==> config.mk <==
export PLATFORM = sky130hd
export DESIGN_NAME = ball_controller
export DESIGN_NICKNAME = d
export VERILOG_FILES = /design/src/rtl/ball_pkg.sv /design/src/rtl/ball_collision_unit.sv /design/src/rtl/ball_controller.sv
export SDC_FILE = /design/constraint.sdc
export NUM_CORES = 1
export LEC_CHECK = 0
export CAP_MARGIN = 20
export CORE_AREA = 2 2 183 185
export DETAILED_ROUTE_END_ITERATION = 16
export DIE_AREA = 0 0 185 187
export PLACE_DENSITY = 0.86
export SETUP_SLACK_MARGIN = 0.1
export SLEW_MARGIN = 10
export SYNTH_ARGS = -nofsm -noshare
export SYNTH_HDL_FRONTEND = slang
export SYNTH_HIERARCHICAL = 1
export SYNTH_SLANG_ARGS = --single-unit
==> constraint.sdc <==
create_clock -name clk -period 14.67 [get_ports clk]
set_input_delay 2.934 -clock clk [delete_from_list [all_inputs] [get_ports clk]]
set_output_delay 2.934 -clock clk [all_outputs]
set_load 0.01 [all_outputs]
==> src/rtl/ball_pkg.sv <==
// Shared types and constants for the ball controller: FSM states, LFSR seed/taps and the
// default-width coordinate and direction types.
package ball_pkg;

    typedef enum logic [0:0] {
        StIdle,
        StRun
    } state_e;

    localparam logic [7:0] LFSR_SEED = 8'hA5;
    // Feedback taps for x^8 + x^6 + x^5 + x^4 + 1, with bit k-1 holding the x^k term.
    localparam logic [7:0] LFSR_TAPS = 8'hB8;

    localparam int unsigned COORD_W_DEFAULT = 11;
    localparam int unsigned DIR_W_DEFAULT   = 5;

    typedef logic signed [COORD_W_DEFAULT-1:0] coord_t;
    typedef logic signed [DIR_W_DEFAULT-1:0]   dir_t;

    function automatic logic [7:0] lfsr_next(input logic [7:0] state);
        return {state[6:0], ^(state & LFSR_TAPS)};
    endfunction

endpackage

==> src/rtl/ball_collision_unit.sv <==
// Combinational ball-versus-round-player test; returns whether they overlap and the corrected
// ball position and direction if they do.
module ball_collision_unit #(
    parameter int unsigned COORD_W       = 11,
    parameter int unsigned DIR_W         = 5,
    parameter int          PLAYER_RADIUS = 20,
    parameter int          BALL_RADIUS   = 8,
    parameter int          SIDE_MARGIN   = 28,
    parameter int          PUSH          = 5
) (
    input  logic signed [COORD_W-1:0] ball_x,
    input  logic signed [COORD_W-1:0] ball_y,
    input  logic signed [DIR_W-1:0]   x_dir,
    input  logic signed [DIR_W-1:0]   y_dir,
    input  logic        [COORD_W-1:0] player_x,
    input  logic        [COORD_W-1:0] player_y,
    input  logic                      rnd,
    output logic                      hit,
    output logic signed [COORD_W-1:0] next_x,
    output logic signed [COORD_W-1:0] next_y,
    output logic signed [DIR_W-1:0]   next_x_dir,
    output logic signed [DIR_W-1:0]   next_y_dir
);

    localparam int unsigned DW = COORD_W + 1;
    localparam int unsigned SW = 2 * DW;
    localparam int          HIT_DIST = PLAYER_RADIUS + BALL_RADIUS + 2;

    localparam logic        [SW:0]        HIT_DIST_SQ = (SW + 1)'(HIT_DIST * HIT_DIST);
    localparam logic signed [DW-1:0]      MARGIN_POS  = DW'(SIDE_MARGIN);
    localparam logic signed [DW-1:0]      MARGIN_NEG  = DW'(-SIDE_MARGIN);
    localparam logic signed [COORD_W-1:0] PUSH_C      = COORD_W'(PUSH);

    logic signed [DW-1:0] dx;
    logic signed [DW-1:0] dy;
    logic signed [SW-1:0] dx_sq;
    logic signed [SW-1:0] dy_sq;
    logic        [SW:0]   dist_sq;

    // Player coordinates are unsigned; widen both sides by one bit before subtracting.
    assign dx      = {ball_x[COORD_W-1], ball_x} - {1'b0, player_x};
    assign dy      = {ball_y[COORD_W-1], ball_y} - {1'b0, player_y};
    assign dx_sq   = dx * dx;
    assign dy_sq   = dy * dy;
    assign dist_sq = {1'b0, dx_sq} + {1'b0, dy_sq};
    assign hit     = dist_sq < HIT_DIST_SQ;

    always_comb begin
        next_x     = ball_x;
        next_y     = ball_y;
        next_x_dir = x_dir;
        next_y_dir = y_dir;
        if (dx > MARGIN_POS) begin
            next_x_dir = -x_dir;
            next_x     = ball_x + PUSH_C;
            if (rnd) next_y_dir = -y_dir;
        end else if (dx < MARGIN_NEG) begin
            next_x_dir = -x_dir;
            next_x     = ball_x - PUSH_C;
            if (rnd) next_y_dir = -y_dir;
        end else if (dy > MARGIN_POS) begin
            next_y_dir = -y_dir;
            next_y     = ball_y + PUSH_C;
            if (rnd) next_x_dir = -x_dir;
        end else if (dy < MARGIN_NEG) begin
            next_y_dir = -y_dir;
            next_y     = ball_y - PUSH_C;
            if (rnd) next_x_dir = -x_dir;
        end else begin
            if (dx == '0 || dy == '0) begin
                next_x_dir = -x_dir;
                next_y_dir = -y_dir;
            end else if (dx[DW-1] != dy[DW-1]) begin
                next_x_dir = y_dir;
                next_y_dir = x_dir;
            end else begin
                next_x_dir = -y_dir;
                next_y_dir = -x_dir;
            end
            if (dx != '0) next_x = dx[DW-1] ? ball_x - PUSH_C : ball_x + PUSH_C;
            if (dy != '0) next_y = dy[DW-1] ? ball_y - PUSH_C : ball_y + PUSH_C;
        end
    end

endmodule

==> src/rtl/ball_controller.sv <==
// Moves one ball around the arena, bouncing off walls and off NUM_PLAYERS players checked
// one per cycle, with sticky per-player hit flags.
module ball_controller
    import ball_pkg::*;
#(
    parameter int unsigned NUM_PLAYERS        = 4,
    parameter int unsigned COORD_W            = 11,
    parameter int unsigned DIR_W              = 5,
    parameter int          PLAYER_RADIUS      = 20,
    parameter int          BALL_RADIUS        = 8,
    parameter int          SIDE_MARGIN        = 28,
    parameter int          PUSH               = 5,
    parameter int          SPEED              = 2,
    parameter int unsigned MOVEMENT_FREQUENCY = 100000,
    parameter int          START_X            = 450,
    parameter int          START_Y            = 275,
    parameter int          ARENA_LEFT         = 150,
    parameter int          ARENA_RIGHT        = 660,
    parameter int          ARENA_TOP          = 36,
    parameter int          ARENA_BOTTOM       = 510
) (
    input  logic                             clk,
    input  logic                             rst,
    input  logic                             game_initiated,
    input  logic                             game_over,
    input  logic [NUM_PLAYERS*COORD_W-1:0]   player_x,
    input  logic [NUM_PLAYERS*COORD_W-1:0]   player_y,
    input  logic [NUM_PLAYERS-1:0]           hit_clear,
    output logic signed [COORD_W-1:0]        x_position,
    output logic signed [COORD_W-1:0]        y_position,
    output logic [NUM_PLAYERS-1:0]           hit,
    output logic                             moving
);

    localparam int unsigned PTR_W = (NUM_PLAYERS > 1) ? $clog2(NUM_PLAYERS) : 1;
    localparam int unsigned CNT_W = (MOVEMENT_FREQUENCY > 1) ? $clog2(MOVEMENT_FREQUENCY) : 1;

    localparam logic [CNT_W-1:0] CNT_LAST = CNT_W'(MOVEMENT_FREQUENCY - 1);
    localparam logic [PTR_W-1:0] PTR_LAST = PTR_W'(NUM_PLAYERS - 1);

    localparam logic signed [COORD_W-1:0] X_START     = COORD_W'(START_X);
    localparam logic signed [COORD_W-1:0] Y_START     = COORD_W'(START_Y);
    localparam logic signed [COORD_W-1:0] WALL_TOP    = COORD_W'(ARENA_TOP + BALL_RADIUS);
    localparam logic signed [COORD_W-1:0] WALL_BOTTOM = COORD_W'(ARENA_BOTTOM - BALL_RADIUS);
    localparam logic signed [COORD_W-1:0] WALL_LEFT   = COORD_W'(ARENA_LEFT + BALL_RADIUS);
    localparam logic signed [COORD_W-1:0] WALL_RIGHT  = COORD_W'(ARENA_RIGHT - BALL_RADIUS);
    localparam logic signed [COORD_W-1:0] PUSH_C      = COORD_W'(PUSH);
    localparam logic signed [DIR_W-1:0]   DIR_INIT    = DIR_W'(SPEED);

    state_e                    state_q, state_d;
    logic signed [COORD_W-1:0] x_q, x_d, y_q, y_d;
    logic signed [DIR_W-1:0]   x_dir_q, x_dir_d, y_dir_q, y_dir_d;
    logic [CNT_W-1:0]          cnt_q, cnt_d;
    logic [PTR_W-1:0]          ptr_q, ptr_d;
    logic [NUM_PLAYERS-1:0]    hit_q, hit_d;
    logic [7:0]                lfsr_q, lfsr_d;

    logic [COORD_W-1:0]        px_arr [NUM_PLAYERS];
    logic [COORD_W-1:0]        py_arr [NUM_PLAYERS];
    logic                      rnd;
    logic signed [COORD_W-1:0] x_step, y_step;
    logic                      col_hit;
    logic signed [COORD_W-1:0] col_x, col_y;
    logic signed [DIR_W-1:0]   col_x_dir, col_y_dir;
    logic [NUM_PLAYERS-1:0]    hit_set;

    always_comb begin
        for (int i = 0; i < NUM_PLAYERS; i++) begin
            px_arr[i] = player_x[i*COORD_W +: COORD_W];
            py_arr[i] = player_y[i*COORD_W +: COORD_W];
        end
    end

    assign rnd    = lfsr_q[0];
    assign x_step = COORD_W'(x_dir_q);
    assign y_step = COORD_W'(y_dir_q);

    ball_collision_unit #(
        .COORD_W      (COORD_W),
        .DIR_W        (DIR_W),
        .PLAYER_RADIUS(PLAYER_RADIUS),
        .BALL_RADIUS  (BALL_RADIUS),
        .SIDE_MARGIN  (SIDE_MARGIN),
        .PUSH         (PUSH)
    ) u_collision (
        .ball_x    (x_q),
        .ball_y    (y_q),
        .x_dir     (x_dir_q),
        .y_dir     (y_dir_q),
        .player_x  (px_arr[ptr_q]),
        .player_y  (py_arr[ptr_q]),
        .rnd       (rnd),
        .hit       (col_hit),
        .next_x    (col_x),
        .next_y    (col_y),
        .next_x_dir(col_x_dir),
        .next_y_dir(col_y_dir)
    );

    always_comb begin
        state_d = state_q;
        x_d     = x_q;
        y_d     = y_q;
        x_dir_d = x_dir_q;
        y_dir_d = y_dir_q;
        cnt_d   = cnt_q;
        ptr_d   = ptr_q;
        hit_set = '0;
        lfsr_d  = lfsr_next(lfsr_q);

        unique case (state_q)
            StIdle: begin
                x_d     = X_START;
                y_d     = Y_START;
                x_dir_d = DIR_INIT;
                y_dir_d = DIR_INIT;
                cnt_d   = '0;
                ptr_d   = '0;
                if (game_initiated && !game_over) state_d = StRun;
            end
            StRun: begin
                if (game_over) begin
                    state_d = StIdle;
                    x_d     = X_START;
                    y_d     = Y_START;
                    x_dir_d = DIR_INIT;
                    y_dir_d = DIR_INIT;
                    cnt_d   = '0;
                    ptr_d   = '0;
                end else if (cnt_q == CNT_LAST) begin
                    x_d   = x_q + x_step;
                    y_d   = y_q + y_step;
                    cnt_d = '0;
                end else begin
                    cnt_d = cnt_q + CNT_W'(1);
                    // Walls take priority; the player scan only advances on check cycles.
                    if (y_q < WALL_TOP) begin
                        y_dir_d = -y_dir_q;
                        y_d     = y_q + PUSH_C;
                        if (rnd) x_dir_d = -x_dir_q;
                    end else if (y_q > WALL_BOTTOM) begin
                        y_dir_d = -y_dir_q;
                        y_d     = y_q - PUSH_C;
                        if (rnd) x_dir_d = -x_dir_q;
                    end else if (x_q < WALL_LEFT) begin
                        x_dir_d = -x_dir_q;
                        x_d     = x_q + PUSH_C;
                        if (rnd) y_dir_d = -y_dir_q;
                    end else if (x_q > WALL_RIGHT) begin
                        x_dir_d = -x_dir_q;
                        x_d     = x_q - PUSH_C;
                        if (rnd) y_dir_d = -y_dir_q;
                    end else begin
                        ptr_d = (ptr_q == PTR_LAST) ? '0 : ptr_q + PTR_W'(1);
                        if (col_hit) begin
                            x_d     = col_x;
                            y_d     = col_y;
                            x_dir_d = col_x_dir;
                            y_dir_d = col_y_dir;
                            hit_set = NUM_PLAYERS'(1) << ptr_q;
                        end
                    end
                end
            end
            default: state_d = StIdle;
        endcase

        hit_d = (hit_q & ~hit_clear) | hit_set;
    end

    always_ff @(posedge clk) begin
        if (rst) begin
            state_q <= StIdle;
            x_q     <= X_START;
            y_q     <= Y_START;
            x_dir_q <= DIR_INIT;
            y_dir_q <= DIR_INIT;
            cnt_q   <= '0;
            ptr_q   <= '0;
            hit_q   <= '0;
            lfsr_q  <= LFSR_SEED;
        end else begin
            state_q <= state_d;
            x_q     <= x_d;
            y_q     <= y_d;
            x_dir_q <= x_dir_d;
            y_dir_q <= y_dir_d;
            cnt_q   <= cnt_d;
            ptr_q   <= ptr_d;
            hit_q   <= hit_d;
            lfsr_q  <= lfsr_d;
        end
    end

    assign x_position = x_q;
    assign y_position = y_q;
    assign hit        = hit_q;
    assign moving     = (state_q == StRun);

endmodule

==> metrics <==
xor and xnor area share after synthesis=between 6 and 7%; reg2reg start=ptr_q[0]$_SDFFE_PP0P_; slew margin rel.=40.2%; clk_lat worst skew=~330 ps; GRT overflow=0; Fmax=between 70 and 80 MHz; total number of vias=17.4k; Hold WC Path Type=reg -> reg; setup violators final=0; CTS Hold Bufs=0; Initial Util=between 50% and 60%; DIE WIDTH=185 µm; share of layout cells above drive strength 1=between 5 and 6%; Detail Placement HPWL=between 40,000 and 50,000 µm; post-route clock skew=approximately 7.5 ps; Post CTS Setup Buffer Count=0; NumNets Final=around 3.0k; DR iter-0 viols=1,646; vias in the first global route=around 18k; Netlist cell types=~110; crit-path most repeated cell=fa_1; Max stage delay on crit path=about 550 ps; post-CTS resize count=0; IO Count=about 120; FP Rows=between 60 and 70; Simple-Gate Fraction of Synth Area=around a fifth; post-synthesis mux area share=between 3 and 4%; chip height=around 190 µm; Final Util=between 60% and 70%; Area growth syn-to-layout=10.2%; Critical Path RT=14,890 ps; CP Launch Point=player_x[33]; crit path DAT=13,890 ps; initial antenna violation count=0; Clock transition at path regs=around 60 ps; Final Hold Fails=0; largest family of logic cells by synthesized area=adder cells; die area=about 0.035 mm²; Top FF cell, synth=dfxtp_1; Routed wire per std cell=between 15 and 20 µm; setup TNS=0 ps; Startpoint Class=primary input; TritonCTS Sinks=64; Ys Warns=6; CTS tree=done; final period utilization=between 90 and 100%; ant diodes=0; Worst Tran Pin Value=892 ps; crit path max fanout=9; syn nets=about 2.9k; Post-synth EDFFs=0; Final Critical Period=roughly 14,000 ps; Hold Path Depth=1; Overall Global Routing Usage=roughly 29%; H-Tree Depth=3; Max Cap Viol=0; ANT nets after route=0; filler cell count=2,680; CTS Buf Count=9; Clock Tree Root=clkbuf_16; syn avg cell area=just over 8 µm²; Mapped Cells=2,351; RSZ-0062 raised after global routing=no; Post-Synth Adder-Cell Area=roughly two fifths; final max-slew violation count=0; Mapped Area=slightly below 0.02 mm²; register area share after synthesis=under 10%; Async S/R FF share, synth=0%; Worst Path Class, Setup=in -> reg; largest net degree at the start of global routing=31; routed wire length=around 50,000 µm; status=finished, final reports clean; count of port buffers added during placement=about 120; slowest CP cell=clkdlybuf4s50_1; first-pass GRT wire length=roughly 83,000 µm; Worst Setup End Kind=register; Compound-Gate Fraction of Synth Area=between 15 and 20%; Vias/cell=around 6.0; gpl congestion=a little under 1; Synth Register Bits=between 60 and 70; DRC=0; Max clock buf depth=2; DR pass1 iterations=8; Core Area=roughly 0.033 mm²; hold wc startpoint=lfsr_q[6]$_SDFF_PP0_; cell depth of the worst flop-to-flop path=43; worst reg-to-reg setup slack=around 3100 ps
==> layout by cell type (no fill, tap or decap), drive strengths merged, types with 12 or more instances in the layout <==
cell and count:
a211oi 18, a21o 26, a21oi 111, a22oi 12, a31oi 21, and2 17
and3 20, buf 22, clkdlybuf4s50 122, dfxtp 64, fa 245, ha 193
inv 444, mux4 22, nand2 151, nand2b 34, nand3 59, nand4 14
nor2 216, nor2b 38, nor3 64, nor4 21, o211ai 17, o21a 26
o21ai 86, o22ai 14, o31ai 12, or2 19, or3 25, xnor2 96
xor2 52
==> sequential cells by signal, indices dropped and copies added, names as in the netlist <==
register,cells
cnt_q,17
lfsr_q,8
ptr_q,2
moving,1
hit,4
y_dir_q,5
y_position,11
x_dir_q,5
x_position,11
==> area by class of cell <==
class                           instances  area (µm²)  area share, %
Clock buffer                           11         253           1.19
Sequential cell                        64        1280           6.05
Inverter                              447        1680           7.91
Multi-Input combinational cell       1770       16000           75.3
Timing Repair Buffer                  144        1390           6.54
Tap cell                              448         561           2.64
Clock inverter                          5        78.8          0.372
==> synth_stat cells, types with 17 or more instances <==
cell,count,area [µm²]
nor3_1,59,295
ha_1,193,2410
o21a_1,26,195
nor2_1,210,788
inv_1,434,1630
nand2_1,148,556
nor4_1,18,113
xnor2_1,94,823
o21ai_0,69,345
buf_2,17,85.1
fa_1,245,4900
a21oi_1,106,531
dfxtp_1,64,1280
a31oi_1,20,125
and3_1,18,113
xor2_1,51,447
nor2b_1,38,238
or3_1,24,150
o211ai_1,17,128
clkbuf_1,41,154
a21o_1,25,188
mux4_2,22,495
nand2b_1,34,213
nand3_1,58,290
==> per-layer routing <==
layer | global-route usage [%] | wire length (µm) | up-vias
li1 | - | - | 8026
met1 | 36.3 | 19500 | 8355
met2 | 52.2 | 25300 | 809
met3 | 3.60 | 3560 | 181
met4 | 10.6 | 1870 | 0
met5 | 0 | 0 | -
==> through the flow <==
stage / setup WS [ps] / instance area (µm²) / hold WS (ps) / cells
floorplan: 1860 / 19200 / 389 / 2351
global placement: 1090 / 20900 / 398 / 2873
CTS: 1140 / 21200 / 422 / 2889
finish: 1000 / 21200 / 421 / 2889
global route: 122 / 21200 / 428 / 2889
detailed placement: 803 / 20900 / 405 / 2873
==> cells by family after synthesis <==
kind of cell	after synthesis
buffers and inverters	517
AO/OA/AOI/OAI	445
adder cells (fa/ha/maj)	438
XOR/XNOR	148
flip-flops	64
AND/OR/NAND/NOR	707
multiplexers	32
==> path summary, 6_finish.rpt <==
kind / endpoint
setup / recovery: x_position[6]$_SDFFE_PP1P_
hold reg to reg: lfsr_q[7]$_SDFF_PP1_
setup reg to reg: x_position[6]$_SDFFE_PP1P_
hold / removal: lfsr_q[7]$_SDFF_PP1_
==> worst max-delay path: cells and delay by family <==
family / cells / cell delay, ps
AO/OA/AOI/OAI: 16 / 3770
XOR/XNOR: 1 / 130
adder cells (fa/ha/maj): 9 / 3710
buffers and inverters: 8 / 1470
multiplexers: 1 / 260
AND/OR/NAND/NOR: 8 / 1590
Power is not shown: default switching activity piles up to over one toggle a cycle in this logic, so the estimate is an artifact.
